==> src/rtl/irq_pkg.sv <==
// Shared definitions for the interrupt requester: line state codes and default sizes.
package irq_pkg;

   localparam int unsigned NIRQ_DEF = 32;
   localparam int unsigned CNTW_DEF = 6;

   // Per-line request state; code 3 is unused and recovers to IRQ_IDLE
   typedef enum logic [1:0] {
      IRQ_IDLE = 2'd0,
      IRQ_PEND = 2'd1,
      IRQ_SERV = 2'd2
   } irq_state_e;

endpackage

==> src/rtl/irq_requester_if.sv <==
// Bundle between peripheral/core side (master) and the interrupt requester (slave).
interface irq_requester_if
   import irq_pkg::*;
#(
   parameter int unsigned NIRQ = NIRQ_DEF,
   parameter int unsigned CNTW = CNTW_DEF
) ();

   logic [NIRQ-1:0] ev;
   logic [NIRQ-1:0] edge_sel;
   logic [NIRQ-1:0] en_mask;
   logic [NIRQ-1:0] outirr;
   logic [NIRQ-1:0] lost_clr;
   logic [NIRQ-1:0] inirr;
   logic [NIRQ-1:0] lost;
   logic            any_pend;
   logic [CNTW-1:0] pend_cnt;

   modport master (
      output ev, edge_sel, en_mask, outirr, lost_clr,
      input  inirr, lost, any_pend, pend_cnt
   );

   modport slave (
      input  ev, edge_sel, en_mask, outirr, lost_clr,
      output inirr, lost, any_pend, pend_cnt
   );

endinterface

==> src/rtl/irq_line.sv <==
// One interrupt line: event detection, request/service state, re-arm and lost-event flag.
module irq_line
   import irq_pkg::*;
(
   input  logic clk,
   input  logic rst,
   input  logic i_ev,
   input  logic i_edge_sel,
   input  logic i_en_mask,
   input  logic i_outirr,
   input  logic i_lost_clr,
   output logic o_inirr,
   output logic o_lost
);

   irq_state_e r_state;
   logic       r_ev_q;
   logic       r_rearm;
   logic       r_lost;
   logic       r_inirr;
   logic       w_trig;

   // Trigger: rising edge or level of the event, gated by the enable
   assign w_trig = i_en_mask & (i_edge_sel ? (i_ev & ~r_ev_q) : i_ev);

   // Line FSM; request output is registered alongside the state
   always_ff @(posedge clk) begin
      if (rst) begin
         r_state <= IRQ_IDLE;
         r_inirr <= 1'b0;
         r_lost  <= 1'b0;
         r_rearm <= 1'b0;
         r_ev_q  <= i_ev;
      end else begin
         r_ev_q <= i_ev;
         if (i_lost_clr) begin
            r_lost <= 1'b0;
         end
         case (r_state)
            IRQ_IDLE: begin
               if (w_trig) begin
                  r_state <= IRQ_PEND;
                  r_inirr <= 1'b1;
               end
            end
            IRQ_PEND: begin
               if (i_outirr) begin
                  r_state <= IRQ_SERV;
                  r_inirr <= 1'b0;
                  r_rearm <= w_trig;
               end else if (!i_en_mask) begin
                  r_state <= IRQ_IDLE;
                  r_inirr <= 1'b0;
               end else if (w_trig) begin
                  r_lost <= 1'b1;
               end
            end
            IRQ_SERV: begin
               if (i_edge_sel) begin
                  // Edge mode leaves service after one cycle; a pending re-arm re-requests
                  r_rearm <= 1'b0;
                  if (r_rearm || w_trig) begin
                     r_state <= IRQ_PEND;
                     r_inirr <= 1'b1;
                  end else begin
                     r_state <= IRQ_IDLE;
                  end
               end else if (!i_ev) begin
                  // Level mode waits for the source to drop, avoiding a retrigger storm
                  r_state <= IRQ_IDLE;
                  r_rearm <= 1'b0;
               end
            end
            default: begin
               r_state <= IRQ_IDLE;
               r_inirr <= 1'b0;
               r_rearm <= 1'b0;
            end
         endcase
      end
   end

   assign o_inirr = r_inirr;
   assign o_lost  = r_lost;

endmodule

==> src/rtl/irq_requester.sv <==
// Peripheral-side interrupt requester: NIRQ independent lines plus pending summary.
module irq_requester
   import irq_pkg::*;
#(
   parameter int unsigned NIRQ = NIRQ_DEF,
   parameter int unsigned CNTW = CNTW_DEF
) (
   input logic             clk,
   input logic             rst,
   irq_requester_if.slave  bus
);

   logic [NIRQ-1:0] w_inirr;
   logic [NIRQ-1:0] w_lost;
   logic [CNTW-1:0] w_cnt;

   // One independent requester per interrupt line
   for (genvar g = 0; g < NIRQ; g++) begin : g_line
      irq_line u_line (
         .clk        (clk),
         .rst        (rst),
         .i_ev       (bus.ev[g]),
         .i_edge_sel (bus.edge_sel[g]),
         .i_en_mask  (bus.en_mask[g]),
         .i_outirr   (bus.outirr[g]),
         .i_lost_clr (bus.lost_clr[g]),
         .o_inirr    (w_inirr[g]),
         .o_lost     (w_lost[g])
      );
   end

   // Count of lines currently requesting
   always_comb begin
      w_cnt = '0;
      for (int i = 0; i < int'(NIRQ); i++) begin
         w_cnt = w_cnt + CNTW'(w_inirr[i]);
      end
   end

   assign bus.inirr    = w_inirr;
   assign bus.lost     = w_lost;
   assign bus.any_pend = |w_inirr;
   assign bus.pend_cnt = w_cnt;

endmodule
==> src/flat_wrapper.sv <==
// flat-port wrapper written by rule: the top's interface ports become plain ports
module irq_requester_flat import irq_pkg::*;
#(
   parameter int unsigned NIRQ = NIRQ_DEF,
   parameter int unsigned CNTW = CNTW_DEF
)
  (clk, rst, bus_ev, bus_edge_sel, bus_en_mask, bus_outirr, bus_lost_clr, bus_inirr, bus_lost, bus_any_pend, bus_pend_cnt);
  irq_requester_if #(.NIRQ(NIRQ), .CNTW(CNTW)) bus_i ();
  input logic clk;
  input logic rst;
  input wire logic [$bits(bus_i.ev)-1:0] bus_ev;
  input wire logic [$bits(bus_i.edge_sel)-1:0] bus_edge_sel;
  input wire logic [$bits(bus_i.en_mask)-1:0] bus_en_mask;
  input wire logic [$bits(bus_i.outirr)-1:0] bus_outirr;
  input wire logic [$bits(bus_i.lost_clr)-1:0] bus_lost_clr;
  output wire logic [$bits(bus_i.inirr)-1:0] bus_inirr;
  output wire logic [$bits(bus_i.lost)-1:0] bus_lost;
  output wire logic [$bits(bus_i.any_pend)-1:0] bus_any_pend;
  output wire logic [$bits(bus_i.pend_cnt)-1:0] bus_pend_cnt;
  assign bus_i.ev = bus_ev;
  assign bus_i.edge_sel = bus_edge_sel;
  assign bus_i.en_mask = bus_en_mask;
  assign bus_i.outirr = bus_outirr;
  assign bus_i.lost_clr = bus_lost_clr;
  assign bus_inirr = bus_i.inirr;
  assign bus_lost = bus_i.lost;
  assign bus_any_pend = bus_i.any_pend;
  assign bus_pend_cnt = bus_i.pend_cnt;
  irq_requester #(.NIRQ(NIRQ), .CNTW(CNTW)) u_core (.clk(clk), .rst(rst), .bus(bus_i));
endmodule
==> config.mk <==
export PLATFORM = sky130hd
export DESIGN_NAME = irq_requester_flat
export DESIGN_NICKNAME = d
export VERILOG_FILES = /design/src/rtl/irq_pkg.sv /design/src/rtl/irq_requester_if.sv /design/src/rtl/irq_line.sv /design/src/rtl/irq_requester.sv /design/src/flat_wrapper.sv
export SDC_FILE = /design/constraint.sdc
export NUM_CORES = 1
export LEC_CHECK = 0
export BUFFER_PORTS_ARGS = -buffer_cell sky130_fd_sc_hd__clkbuf_2
export CORE_ASPECT_RATIO = 0.5
export CORE_UTILIZATION = 56
export CTS_BUF_LIST = sky130_fd_sc_hd__clkbuf_4
export DETAILED_ROUTE_END_ITERATION = 10
export GPL_TIMING_DRIVEN = 0
export PLACE_DENSITY_LB_ADDON = 0.2
export SETUP_SLACK_MARGIN = 0.3
export SLEW_MARGIN = 20
export SYNTH_ARGS = -nofsm -noshare
export SYNTH_HDL_FRONTEND = slang
export SYNTH_SLANG_ARGS = --single-unit
==> constraint.sdc <==
create_clock -name clk -period 6.3 [get_ports clk]
set_input_delay 0.945 -clock clk [delete_from_list [all_inputs] [get_ports clk]]
set_output_delay 0.945 -clock clk [all_outputs]
set_load 0.05 [all_outputs]
==> results.py <==
metrics = {
    "synthesis": {
        "syn_inst": 1166,
        "synth_edf_count": 0,
        "yosys_warnings": 0,
        "syn_area_um2": 9750,
        "yosysUniqueCellTypes": 64,
        "ys.flop_type": "dfxtp_1",
        "synth-seq-cells": 192,
        "ys_async_sr_fraction": 0,
        "syn_avg_cell_area_um2": 8.36,
        "yosysSeqAreaShare": 0.394,
        "synth.net_count": 1361,
    },
    "routing": {
        "drc": 0,
        "ant_nets": 0,
        "routedWlPerCell_um": 15.3,
        "routed_wl_mm": 25.4,
        "first_iter_violations": 562,
        "via_per_inst": 5.61,
        "vias": 9310,
        "dr.pass1.iters": 6,
    },
    "placement": {
        "dp_cells": 1625,
        "io_buffers": 232,
        "globalplace.congestion": 0.896,
        "dp.final_hpwl_mm": 19.4,
    },
    "timing": {
        "finalCriticalPeriod_ps": 6470,
        "period_share": 1.03,
        "slew_headroom": 0.708,
        "setup_tns_ps": -318,
        "rsz0062_at_grt": "yes",
        "tightest_slew_ps": 434,
        "finalHoldViolCount": 0,
        "setup_viol": 3,
        "fmax_mhz": 155,
        "worst_slack_ps": -169,
        "finClkSkew_ps": 28.3,
        "finalMaxSlewViolations": 0,
    },
    "clock_network": {
        "clk_path_buf_depth": 2,
        "cts_tree": "done",
        "cts_hold_buf": 0,
        "cts_htree_levels": 4,
        "cts.sinks": 192,
        "root_buffer": "clkbuf_4",
        "numCtsBuffers": 17,
        "clkTransAtPathRegs_ps": 140,
        "insertion_delay_ps": 580,
    },
    "setup_path": {
        "path_buf_inv": 4,
        "path_cells": "inv_4 > ha_4 > inv_2 > fa_1 > fa_1 > fa_1 > fa_1 > fa_1 > fa_1 > fa_2 > fa_2 > inv_2 > a21o_1 > a21oi_2 > xnor2_2 > buf_8",
        "rr_worst_depth": 4,
        "critPathMostFrequentCell": "fa_1",
        "cp-start-kind": "flop",
        "cp-end-kind": "primary output",
        "crit_arrival_ps": 5520,
        "critical_path.top_delay_family": "adder cells",
        "crit_cells": 16,
        "slowest_delay_ps": 550,
        "worstPathMaxFanout": 2,
        "cp.required_ps": 5350,
        "path_class": "reg -> out",
        "cp_slowest_cell": "fa_1",
    },
    "power_and_ir_drop": {
        "power_density_nw_per_um2": 314,
        "p_leak_nw": 5.09,
        "ir_drop_v": 0.000605,
    },
    "cells_and_area": {
        "fin_nets": 1618,
        "final_cells": 1660,
        "fillers": 1404,
        "seq_area_um2": 3850,
        "multi_input_area_um2": 4980,
        "area_delta_synth_final_pct": 18.8,
        "drive_above_1_share": 0.266,
        "antenna_cells": 0,
    },
    "floorplanning": {
        "die_w_um": 189,
        "core_area_um2": 16700,
        "start_util": 0.584,
        "fp.dieH_um": 95.3,
        "ioPinCount": 233,
        "dieArea_um2": 18000,
        "rows": 33,
    },
    "grt": {
        "grt_util_all_layers": 0.279,
        "antenna_found_initial": 1,
        "grt_first_pass_wirelength_mm": 39.5,
        "grt_max_degree": 17,
        "grt_pass1_vias": 8419,
        "grt_overflow_total": 0,
    },
    "outcome": {
        "status": "complete, but fails checks",
        "violations": "negative setup slack",
    },
    "flow_run": {
        "drv_cap": 0,
    },
    "hold_path": {
        "min_path_cells": 2,
        "hold_class": "reg -> reg",
    },
}
-- area by class of cell --
type                       instances  area share
timing repair buffer             238       0.108
inverter                          93      0.0304
clock inverter                    12      0.0106
sequential                       192       0.332
tap                              227      0.0245
buffer                            92      0.0532
clock buffer                      17      0.0110
multi-input combinational        789       0.430
-- cells in the mapped netlist, types with 6 or more instances --
cell type  instances  area share
o21a_1            14       0.011
nand4_1           12      0.0077
nand2_1           76       0.029
o21ai_0           58       0.030
nand3_1           39       0.020
and2_1            14      0.0090
nor3b_1           17       0.013
a22o_1             6      0.0054
nand4b_1           7      0.0063
nor4_1             6      0.0039
nand3b_1          28       0.022
a221oi_1          11      0.0099
dfxtp_1          192        0.39
a41oi_1            8      0.0072
ha_1               9       0.012
buf_2             18      0.0092
nor2b_1           28       0.018
clkbuf_1           8      0.0031
inv_1             91       0.035
nor2_1           104       0.040
a21oi_1          155       0.080
a32oi_1           20       0.018
and3_1            10      0.0064
a31oi_1           15      0.0096
nand2b_1          51       0.033
a21o_1             8      0.0062
buf_4             66       0.051
fa_1              24       0.049
-- per-stage QoR --
step           setup slack (ps)  instance area (µm²)  utilization  hold slack, ps  power, W
2_1_floorplan               214                 9760            -             444   0.00240
3_3_place_gp               19.6                11200        0.672             458   0.00271
3_5_place_dp              -53.5                11200        0.672             460   0.00276
4_1_cts                    -293                11600        0.693             451   0.00359
5_1_grt                    -340                11600        0.694             449   0.00381
6_report                   -169                11600        0.694             479   0.00364
-- report_power, final --
part	total, W	switching, W	internal (W)
logic	0.00168	0.000986	0.000690
clock network	0.000633	0.000409	0.000224
registers	0.00133	0.0000611	0.00127
-- final timing paths --
path                                                          from                                             to  slack, ps
hold / removal           u_core.g_line[7].u_line.o_lost$_SDFF_PP0_      u_core.g_line[7].u_line.o_lost$_SDFF_PP0_        480
setup reg to reg  u_core.g_line[28].u_line.r_state[1]$_SDFFE_PP0P_  u_core.g_line[28].u_line.o_inirr$_SDFFE_PP0P_       4900
setup / recovery      u_core.g_line[0].u_line.o_inirr$_SDFFE_PP0P_                                bus_pend_cnt[4]       -170
hold reg to reg          u_core.g_line[7].u_line.o_lost$_SDFF_PP0_      u_core.g_line[7].u_line.o_lost$_SDFF_PP0_        480
-- what timing repair did --
action,4_1_cts,5_1_grt
setup buffers,5,1
gates resized for setup,22,8
pin swaps,12,11
endpoints found under the setup margin,6,6
-- state kept, by name, indices dropped and copies added (netlist names) --
register                      count
u_core.g_line.u_line.r_state     64
u_core.g_line.u_line.r_ev_q      32
u_core.g_line.u_line.r_rearm     32
u_core.g_line.u_line.o_inirr     32
u_core.g_line.u_line.o_lost      32
-- logic make-up (layout without fill, tap and decap cells) --
family	Yosys count	in the layout	share of synthesized area
flip-flops	192	192	0.394
AND/OR/NAND/NOR	418	418	0.230
adder cells (fa/ha/maj)	33	33	0.0608
XOR/XNOR	3	3	0.00270
buffers and inverters	185	452	0.0990
AO/OA/AOI/OAI	330	330	0.208
multiplexers	5	5	0.00513
-- layout by cell type (no fill, tap or decap), types with 7 or more instances in the layout --
cell type,count
a21o_1,8
a21oi_1,153
a221oi_1,11
a31oi_1,15
a32oi_1,20
a41oi_1,8
and2_1,14
and3_1,10
buf_2,18
buf_4,74
clkbuf_1,8
clkbuf_2,226
clkbuf_4,17
dfxtp_1,190
fa_1,22
ha_1,8
inv_1,86
nand2_1,76
nand2b_1,51
nand3_1,39
nand3b_1,28
nand4_1,12
nand4b_1,7
nor2_1,104
nor2b_1,28
nor3b_1,17
o21a_1,14
o21ai_0,57
-- per-layer routing --
layer / vias up / track usage / wire length [µm]
met3: 33 / 0.0751 / 2250
met5: - / 0 / 0
li1: 4542 / - / -
met4: 0 / 0.0813 / 385
met2: 358 / 0.456 / 11500
met1: 4377 / 0.365 / 11300
-- worst register-to-register path, delay by kind of cell (launching register included) --
kind / cells / cell delay, ps
and+or+nand+nor: 2 / 430
DFF: 1 / 470
AOI/OAI and AO/OA: 2 / 400
Note: power is estimated with default switching activity, not from simulation.
